### config.mk
export PLATFORM = sky130hd
export DESIGN_NAME = sram_controller
export DESIGN_NICKNAME = d
export VERILOG_FILES = /design/src/rtl/sram_controller_pkg.sv /design/src/rtl/sram_controller.sv
export SDC_FILE = /design/constraint.sdc
export NUM_CORES = 1
export LEC_CHECK = 0
export ABC_CLOCK_PERIOD_IN_PS = 4500
export CAP_MARGIN = 5
export CORE_UTILIZATION = 65
export DETAILED_ROUTE_END_ITERATION = 8
export DONT_BUFFER_PORTS = 1
export PLACE_DENSITY_LB_ADDON = 0.12
export RECOVER_POWER = 50
export SYNTH_ARGS = -nofsm -noshare
export SYNTH_HDL_FRONTEND = slang
export SYNTH_SLANG_ARGS = --single-unit
### constraint.sdc
create_clock -name clk -period 4.5 [get_ports clk]
set_clock_uncertainty 0.2 [all_clocks]
set_input_delay 0.675 -clock clk [delete_from_list [all_inputs] [get_ports clk]]
set_output_delay 0.675 -clock clk [all_outputs]
set_load 0.02 [all_outputs]
### src/rtl/sram_controller_pkg.sv
// ============================================================================
// Module : sram_controller_pkg
// Brief  : Shared constants, FSM state encoding and address helper for the
//          16-bit asynchronous SRAM data-memory controller.
// Rev    : 1.0
// ============================================================================
`default_nettype none

package sram_controller_pkg;

  localparam int WORD_WIDTH    = 32;
  localparam int SRAM_ADDR_LEN = 18;
  localparam int SRAM_DATA_LEN = 16;
  localparam int DATA_MEM_BASE = 1024;

  typedef enum logic [1:0] {
    ST_IDLE = 2'd0,
    ST_LOW  = 2'd1,
    ST_HIGH = 2'd2,
    ST_DONE = 2'd3
  } state_e;

  // Word index of a byte address relative to the data-memory base; the byte
  // offset bits and anything above the SRAM word range are discarded.
  function automatic logic [SRAM_ADDR_LEN-2:0] word_index(
    input logic [WORD_WIDTH-1:0] byte_addr,
    input logic [WORD_WIDTH-1:0] base
  );
    return (SRAM_ADDR_LEN-1)'((byte_addr - base) >> 2);
  endfunction

endpackage

`default_nettype wire

### src/rtl/sram_controller.sv
// ============================================================================
// Module : sram_controller
// Brief  : Splits each 32-bit load/store into two 16-bit asynchronous SRAM
//          phases (low half first), stalling the pipeline through ready.
// Rev    : 1.0
// ============================================================================
`default_nettype none

module sram_controller
  import sram_controller_pkg::*;
#(
  parameter int WAIT_CYCLES = 3,
  parameter int BASE_ADDR   = DATA_MEM_BASE
) (
  input  logic                     clk,
  input  logic                     rst,
  input  logic                     mem_read,
  input  logic                     mem_write,
  input  logic [WORD_WIDTH-1:0]    addr,
  input  logic [WORD_WIDTH-1:0]    write_data,
  output logic [WORD_WIDTH-1:0]    read_data,
  output logic                     ready,
  output logic [SRAM_ADDR_LEN-1:0] sram_addr,
  output logic [SRAM_DATA_LEN-1:0] sram_dq_out,
  input  logic [SRAM_DATA_LEN-1:0] sram_dq_in,
  output logic                     sram_dq_oe,
  output logic                     sram_we_n
);

  localparam logic [3:0]            LAST_CNT = 4'(WAIT_CYCLES - 1);
  localparam logic [WORD_WIDTH-1:0] BASE_W   = WORD_WIDTH'(BASE_ADDR);

  state_e                   state_q, state_d;
  logic [3:0]               cnt_q, cnt_d;
  logic                     write_q, write_d;
  logic [SRAM_ADDR_LEN-2:0] idx_q, idx_d;
  logic [WORD_WIDTH-1:0]    wdata_q, wdata_d;
  logic [WORD_WIDTH-1:0]    rdata_q, rdata_d;
  logic [SRAM_ADDR_LEN-1:0] sram_addr_q, sram_addr_d;
  logic [SRAM_DATA_LEN-1:0] dq_out_q, dq_out_d;
  logic                     oe_q, oe_d;
  logic                     we_n_q, we_n_d;

  logic                     req;
  logic                     last;
  logic [3:0]               cnt_inc;
  logic [SRAM_ADDR_LEN-2:0] req_idx;

  assign req     = mem_read | mem_write;
  assign last    = (cnt_q == LAST_CNT);
  assign cnt_inc = cnt_q + 4'd1;
  assign req_idx = word_index(addr, BASE_W);

  always_ff @(posedge clk) begin
    if (rst) begin
      state_q     <= ST_IDLE;
      cnt_q       <= 4'd0;
      write_q     <= 1'b0;
      idx_q       <= '0;
      wdata_q     <= '0;
      rdata_q     <= '0;
      sram_addr_q <= '0;
      dq_out_q    <= '0;
      oe_q        <= 1'b0;
      we_n_q      <= 1'b1;
    end else begin
      state_q     <= state_d;
      cnt_q       <= cnt_d;
      write_q     <= write_d;
      idx_q       <= idx_d;
      wdata_q     <= wdata_d;
      rdata_q     <= rdata_d;
      sram_addr_q <= sram_addr_d;
      dq_out_q    <= dq_out_d;
      oe_q        <= oe_d;
      we_n_q      <= we_n_d;
    end
  end

  // SRAM pins are registered, so each branch computes what the pins must
  // show during the *next* cycle. The first cycle of a phase always strobes
  // we_n on a write (also covers WAIT_CYCLES=1); the last cycle is the hold.
  always_comb begin
    state_d     = state_q;
    cnt_d       = cnt_q;
    write_d     = write_q;
    idx_d       = idx_q;
    wdata_d     = wdata_q;
    rdata_d     = rdata_q;
    sram_addr_d = sram_addr_q;
    dq_out_d    = dq_out_q;
    oe_d        = oe_q;
    we_n_d      = we_n_q;
    unique case (state_q)
      ST_IDLE: begin
        if (req) begin
          state_d     = ST_LOW;
          cnt_d       = 4'd0;
          write_d     = mem_write;
          idx_d       = req_idx;
          wdata_d     = write_data;
          sram_addr_d = {req_idx, 1'b0};
          dq_out_d    = write_data[15:0];
          oe_d        = mem_write;
          we_n_d      = ~mem_write;
        end
      end
      ST_LOW: begin
        if (last) begin
          state_d     = ST_HIGH;
          cnt_d       = 4'd0;
          sram_addr_d = {idx_q, 1'b1};
          dq_out_d    = wdata_q[31:16];
          we_n_d      = ~write_q;
          if (!write_q) rdata_d[15:0] = sram_dq_in;
        end else begin
          cnt_d  = cnt_inc;
          we_n_d = ~(write_q && (cnt_inc != LAST_CNT));
        end
      end
      ST_HIGH: begin
        if (last) begin
          state_d = ST_DONE;
          cnt_d   = 4'd0;
          oe_d    = 1'b0;
          we_n_d  = 1'b1;
          if (!write_q) rdata_d[31:16] = sram_dq_in;
        end else begin
          cnt_d  = cnt_inc;
          we_n_d = ~(write_q && (cnt_inc != LAST_CNT));
        end
      end
      ST_DONE: begin
        state_d = ST_IDLE;
      end
      default: begin
        state_d = ST_IDLE;
      end
    endcase
  end

  assign ready       = ((state_q == ST_IDLE) && !req) || (state_q == ST_DONE);
  assign read_data   = rdata_q;
  assign sram_addr   = sram_addr_q;
  assign sram_dq_out = dq_out_q;
  assign sram_dq_oe  = oe_q;
  assign sram_we_n   = we_n_q;

endmodule

`default_nettype wire

Word-level counts from Yosys, hierarchy flattened

Index checks and enable logic that the tools add are counted.

Register bits after elaboration: 124

$add $sub $neg: 2
Reductions and logical operators: 18
Bitwise logic cells: 4
Equality and inequality tests: 8
Muxes and demuxes: 20

Operators with widths:

| cell                                                  | count |
|---|---|
| 2-to-1 mux 18 bit                                     | 2 |
| case mux 18 bit (2 select lines)                      | 1 |
| 2-to-1 mux 16 bit                                     | 2 |
| case mux 16 bit (2 select lines)                      | 1 |
| subtractor 19 x 11 -> 19 bit, second input constant   | 1 |
| AND reduction 3 bit                                   | 5 |
| 2-to-1 mux 4 bit                                      | 2 |
| case mux 2 bit (4 select lines)                       | 1 |
| case mux 4 bit (2 select lines)                       | 1 |
| 2-to-1 mux 2 bit                                      | 3 |
| inequality test 2 bit, second input constant          | 3 |
| AND reduction 2 bit                                   | 3 |
| nonzero test 2 bit                                    | 3 |
| 2-to-1 mux 1 bit                                      | 5 |
| adder 4 x 1 -> 4 bit, second input constant           | 1 |
| equality test 2 bit, second input constant            | 2 |
| equality test 4 x 2 -> 1 bit, second input constant   | 1 |
| inequality test 4 x 2 -> 1 bit, second input constant | 1 |
| inverter 1 bit                                        | 3 |
| case mux 1 bit (3 select lines)                       | 1 |
| nonzero test 3 bit                                    | 1 |
| equality test 2 x 1 -> 1 bit, second input constant   | 1 |
| logical AND 1 bit                                     | 2 |
| zero test 2 bit                                       | 1 |
| 5 further kinds                                       | 5 |

Longest topological paths before layout

Gate-level depths: netlist (run 1).

Depth after elaboration: 6
Gate-level depth with buffers: 8

Least setup slack after synthesis (run 1)

OpenSTA, ideal clock, no wires.

Path type: input to register
Start point: input port addr[13]
End point: register idx_q[16]
Setup slack: 2.228 ns
Buffers on the path: 0
Setup time: 0.136 ns
Data arrival time: 1.936 ns
Stages: 4
Required time: 4.164 ns
Cell sequence: or4_4 > or4_4 > xor2_1 > a211oi_2

Word-level cells in the longest chain between the ends: 1

Ends and longest elaborated chain:

| what                         | line                      | text |
|---|---|---|
| start: declaration           | sram_controller.sv:19     | `input logic [WORD_WIDTH-1:0] addr,` |
| subtractor 19 x 11 -> 19 bit | sram_controller_pkg.sv:29 | `return (SRAM_ADDR_LEN-1)'((byte_addr - base) >> 2);` |
| end signal: assignment       | sram_controller.sv:70     | `idx_q <= idx_d;` |
| end: declaration             | sram_controller.sv:36     | `logic [SRAM_ADDR_LEN-2:0] idx_q, idx_d;` |

No other way between the ends.
A chain may end at the register's enable or synchronous reset.

Worst setup path in the final report (run 1)

Start point: register state_q[1]
End point: register dq_out_q[11] (netlist: sram_dq_out[11])

Word-level cells in the longest chain between the ends: 3
Elaborated cells between the ends (all ways): 7
Those cells by class: 3 x eq/ne; 1 x mux; 3 x reduce/logical

Ends and longest elaborated chain:

| what                                                                         | line                  | text |
|---|---|---|
| start: declaration                                                           | sram_controller.sv:33 | `state_e state_q, state_d;` |
| start signal: assignment                                                     | sram_controller.sv:67 | `state_q <= state_d;` |
| equality test 2 x 1 -> 1 bit or zero test 2 bit (tied branches)              | sram_controller.sv:94 | `unique case (state_q)` |
| inequality test 2 bit (no source line) or nonzero test 2 bit (tied branches) | --                    |  |
| AND reduction 3 bit (no source line)                                         | --                    |  |
| end signal: assignment                                                       | sram_controller.sv:74 | `dq_out_q <= dq_out_d;` |
| end: declaration                                                             | sram_controller.sv:40 | `logic [SRAM_DATA_LEN-1:0] dq_out_q, dq_out_d;` |

Parallel ways exist; a longest one is shown, timed or not.

==> impl_metrics.yaml, run 1 <==
yosys:
  synth_edf_count: 0
  syn-num-nets: 638
  ys_seq_area_frac: 0.476
  synth_warnings: 0
  yosysTopAreaCellShare: 0.476
  syn_area_mm2: 0.00454
  syn_area_per_cell_um2: 8.35
  synth_area_leaders: "dfxtp_1 (48%), nand2_1 (11%), a21oi_1 (7.3%)"
  synth_top_cell_by_area: "dfxtp_1"
  ys.flop_type: "dfxtp_1"
  async_flop_share: 0
  yosysUniqueCellTypes: 46
  synthCells: 544
  ys_seq_elements: 108
setup_path:
  cp_max_fo: 31
  crit_chain: "inv_1 > ha_2 > nand4bb_1 > a21oi_4 > buf_4 > nor2_1 > a211oi_1"
  critPathArrivalTime_ns: 3.04
  path_buf_inv: 2
  cpLargestDelayFamily: "compound AO/OA/AOI/OAI gates"
  worst_setup_path_start_kind: "flip-flop"
  cp.required_ns: 4.58
  crit_type: "flip-flop to flip-flop"
  cpPeakStageDelay_ns: 0.73
  cp_slowest_cell: "a21oi_4"
  cp-end-kind: "flip-flop"
finish:
  final_area_mm2: 0.00470
  fin_util: 0.696
  mostFrequentLayoutCells: "nand2_1 (133), dfxtp_1 (108), a21oi_1 (66)"
  final_nets: 615
  layout_commonest_cell: "nand2_1"
  n_antenna_cell: 0
  layout-drive-gt1-share: 0.0494
  area_growth_pct: 3.58
global_route:
  overflow: 0
  grt_first_pass_wirelength_um: 15300
  grt_max_degree: 115
  grt_pass1_vias: 3389
  grt.total_usage: 0.260
  antenna_found_initial: 0
place:
  place_congestion: 0.821
  postPlaceCellArea_mm2: 0.00453
  post-dp-hpwl_um: 6470
  place.port_buffers: 0
clock_tree:
  clock_sinks: 108
  postCtsHoldBufs: 0
  cts_tree: "done"
  clkTransAtPathRegs_ns: 0.11
  clock_path_buffers: 2
  htreeDepth: 3
  clockRootBuffer: "clkbuf_8"
  cts-buffers-inserted: 9
  clk_latency_ns: 0.37
  post-cts-setup-buffers: 0
  post_cts_resized: 0
floorplan:
  ioPinCount: 153
  core_area_mm2: 0.00676
  rows: 30
  die_w_um: 85.6
  die-area_mm2: 0.00732
  start_util: 0.672
  die_h_um: 85.6
power:
  totalPowerFinal_mw: 3.24
  powerDensity_mw_per_mm2: 689
  vdd_ir_drop_max_mv: 0.241
  p_leak_nw: 1.68
routing:
  ant_nets: 0
  dr.pass1.iters: 4
  drt_iter0_drc: 187
  vias_per_cell: 6.00
  routed-via-count: 3635
  post-route-drc-count: 0
  avgRoutedWirePerCell_um: 15.7
  drt-total-wl_um: 9490
sta:
  min_period_ns: 2.96
  timing.slew.headroom: 0.0851
  fin_tns_setup_ns: 0
  drv_slew: 0
  fmax_ghz: 0.338
  hold_violations: 0
  grt_setup_unrepaired: "no"
  worst_pin_slew_ns: 1.37
  setup_viol: 0
  timing.final.crit_share: 0.658
hold_path:
  hold_class: "input port to flip-flop"
run_status:
  status: "complete, no violations"
job:
  cap_violations: 0
[per-layer routing]
layer  routed length [um]  global-route usage  part of all wire  vias up
met4                  177               0.121             0.019        0
met5                    0                   0                 0        -
li1                     -                   -                 -     1819
met3                  820              0.0876             0.086       16
met1                 3900               0.290              0.41     1697
met2                 4600               0.449              0.48      103
[path summary, 6_finish.rpt]
path,cells after the start,slack (ns),to,startpoint
worst max-delay path,7,1.54,sram_dq_out[11],state_q[1]
worst min-delay path,1,0.17,sram_dq_out[4],rst
worst max register to register,7,1.54,sram_dq_out[11],state_q[1]
worst min register to register,2,0.25,wdata_q[29],wdata_q[29]
[power breakdown]
group | switching (mW) | internal, mW | leakage, nW
combinational | 0.691 | 0.420 | 0.698
sequential | 0.364 | 1.22 | 0.885
clock | 0.327 | 0.221 | 0.0935
total | 1.38 | 1.86 | 1.68
[cell usage after synthesis, types with 2 or more instances]
master / n
nand2_1: 133
dfxtp_1: 108
a21oi_1: 66
nor2_1: 42
clkbuf_1: 32
a211oi_1: 30
mux2i_1: 27
nor3_1: 11
ha_1: 10
inv_1: 9
o21ai_0: 8
buf_2: 6
nand3b_1: 6
nand3_1: 4
a21boi_0: 3
nand2b_1: 3
nor3b_1: 3
xor2_1: 3
a21o_1: 2
a31oi_1: 2
and3_1: 2
nor2b_1: 2
nor3b_2: 2
nor4_1: 2
o211ai_1: 2
o21ai_1: 2
o311ai_1: 2
o41ai_1: 2
or3b_1: 2
or4_4: 2
[cells by family (layout without fill, tap and decap cells)]
group	count (synthesis)	after routing	synth area share
multiplexers	27	27	0.0595
AO/OA/AOI/OAI	129	129	0.177
adder cells (fa/ha/maj)	10	10	0.0276
flip-flops	108	108	0.476
XOR/XNOR	4	4	0.00772
buffers and inverters	47	29	0.0405
AND/OR/NAND/NOR	219	219	0.212
[metrics by stage]
step | instances | hold WS [ns] | setup slack (ns)
6_report | 606 | 0.166 | 1.54
5_1_grt | 606 | 0.149 | 1.27
4_1_cts | 606 | 0.154 | 1.51
3_5_place_dp | 590 | 0.240 | 1.52
3_3_place_gp | 590 | 0.235 | 1.62
2_1_floorplan | 544 | 0.236 | 2.23
[state kept, by name (all words and copies together), names as in the netlist]
name and count:
state_q 2, idx_q 17, sram_dq_out 16, sram_addr 18
wdata_q 16, read_data 32, cnt_q 4, write_q 1
sram_dq_oe 1, sram_we_n 1
[layout make-up]
type / instances / area, um2
inverter: 9 / 33.8
fill: 557 / 2050
multi-input combinational: 389 / 2200
clock buffer: 10 / 138
timing repair buffer: 4 / 26.3
tap: 80 / 100
clock inverter: 6 / 43.8
sequential: 108 / 2160
Note: power is estimated with default switching activity, not from simulation.
==> run 2, diff against run 1 <==
- ABC_CLOCK_PERIOD_IN_PS: 4500 -> 2450
- CORE_UTILIZATION: 65 -> 57
- clock period: 4.5 -> 2.45 ns (I/O delays scaled with it)
==> impl_metrics.yaml, run 2 (synthesis results as in run 1) <==
run_status:
  status: "complete, no violations"
sta:
  worst_slack_ns: 0.111
  hold_violations: 0
  worst_pin_slew_ns: 0.464
  grt_setup_unrepaired: "no"
  timing.slew.headroom: 0.687
  fmax_ghz: 0.428
  whs_ns: 0.00728
  timing.final.crit_share: 0.955
  setup_viol: 0
  drv_slew: 0
  min_period_ns: 2.34
  fin_tns_setup_ns: 0
place:
  place_inst: 620
  place_congestion: 0.763
  pre_cts_ws_ns: 0.188
  post-dp-hpwl_um: 6640
  postPlaceCellArea_mm2: 0.00465
  place.port_buffers: 0
clock_tree:
  clock_sinks: 108
  cts_tree: "done"
  htreeDepth: 3
  clkTransAtPathRegs_ns: 0.11
  clk_latency_ns: 0.36
  cts-buffers-inserted: 9
  clock_path_buffers: 2
  clockRootBuffer: "clkbuf_8"
setup_path:
  crit_path_start: "state_q[1]"
  worst_setup_path_start_kind: "flip-flop"
  crit_chain: "inv_1 > ha_2 > nand4bb_4 > or2_1 > buf_4 > nand2_1 > a21oi_1 > dlygate4sd3_1"
  cp_max_fo: 16
  r2r_end: "read_data[11]"
  cpPeakStageDelay_ns: 0.56
  reg2regPathDepth: 8
  crit_type: "flip-flop to flip-flop"
  reg2reg_from: "state_q[1]"
  cp-end-kind: "flip-flop"
  critPathArrivalTime_ns: 2.39
  r2r_slack_ns: 0.11
  crit_end: "read_data[11]"
  cp_slowest_cell: "dlygate4sd3_1"
  cp.required_ns: 2.51
finish:
  final_nets: 672
  n_antenna_cell: 0
  layout_commonest_cell: "nand2_1"
  layout-drive-gt1-share: 0.0720
  area_growth_pct: 19.1
  mostFrequentLayoutCells: "nand2_1 (133), dfxtp_1 (106), a21oi_1 (66)"
  num-fill-cells: 622
  largest_reg_flops: 32
  final_area_mm2: 0.00541
  fin_cells: 685
  fin_util: 0.700
global_route:
  overflow: 0
  antenna_found_initial: 0
  grt.total_usage: 0.264
  grt_max_degree: 96
  grt_pass1_vias: 3880
  grt_first_pass_wirelength_um: 17700
power:
  p_sw_mw: 2.66
  powerDensity_mw_per_mm2: 1190
  p_leak_nw: 1.99
  totalPowerFinal_mw: 6.44
  seq_power_share: 0.452
  vdd_ir_drop_max_mv: 0.854
  p_int_mw: 3.78
  swShare: 0.413
  p_comb_frac: 0.370
  clkPwrFrac: 0.178
floorplan:
  die-area_mm2: 0.00833
  die_w_um: 91.3
  die_h_um: 91.3
  rows: 32
  start_util: 0.588
  core_area_mm2: 0.00773
  ioPinCount: 153
routing:
  routed-via-count: 3884
  post-route-drc-count: 0
  drt_iter0_drc: 135
  drt-total-wl_um: 10800
  avgRoutedWirePerCell_um: 15.7
  vias_per_cell: 5.67
  dr.pass1.iters: 4
  ant_nets: 0
job:
  cap_violations: 0
hold_path:
  hold_class: "input port to flip-flop"
run 2: cell types whose count changed in the layout (fill, tap and decap cells not counted), moves of 2 or more:
cell / previous run / this run
dlygate4sd3_1: 0 / 48
clkinv_2: 2 / 0
inv_8: 0 / 2
buf_4: 3 / 8
buf_12: 0 / 2
dfxtp_1: 108 / 106
dfxtp_2: 0 / 2
run 2: worst min-delay path by stage:
| stage | from | endpoint | slack (ns) | cells past startpoint |
|---|---|---|---|---|
| finish | mem_read | write_q | 0.007 | 3 |
| global route | mem_read | write_q | 0.01 | 3 |
| CTS | mem_read | write_q | 0.0005 | 3 |
| detailed placement | wdata_q[19] | wdata_q[19] | 0.24 | 2 |
| global placement | idx_q[6] | idx_q[6] | 0.24 | 2 |
| floorplan | idx_q[0] | idx_q[0] | 0.24 | 2 |
run 2: area by class of cell:
type	count	area, um2	area share
Multi-Input combinational cell	389	2230	0.413
Timing Repair Buffer	61	634	0.117
Clock buffer	10	138	0.0255
Inverter	9	33.8	0.00625
Clock inverter	6	77.6	0.0143
Tap cell	102	128	0.0236
Sequential cell	108	2160	0.400
run 2: power by group through the flow:
| stage | sequential (mW) | clock [mW] | combinational (mW) |
|---|---|---|---|
| final | 2.91 | 1.15 | 2.38 |
| after global routing | 2.97 | 1.24 | 2.69 |
| after CTS | 2.92 | 1.17 | 2.35 |
| after detailed placement | 2.96 | 0 | 2.21 |
| after global placement | 2.94 | 0 | 2.15 |
| after floorplan | 2.87 | 0 | 1.72 |
run 2: layer usage:
metal	routed length, um	part of all wire	vias to the layer above	global-route usage
met5	0	0	-	0
li1	-	-	1941	-
met4	174	0.016	0	0.0966
met2	5480	0.51	118	0.484
met1	4430	0.41	1808	0.293
met3	696	0.065	17	0.0670
run 2: what timing repair did:
action / CTS / global route
hold buffers: 49 / 0
resized for setup: 1 / 7
endpoints found under the hold margin: 108 / 0
setup endpoints to repair: 1 / 11
pin swaps: 0 / 0
buffers inserted: 0 / 0
run 2: worst max-delay path: cells and delay by family, from the launching register on:
family | cells | cell delay, ns
and+or+nand+nor | 3 | 0.47
AOI/OAI and AO/OA | 1 | 0.07
DFF | 1 | 0.36
adders and majority gates | 1 | 0.26
buffers and inverters | 3 | 0.87
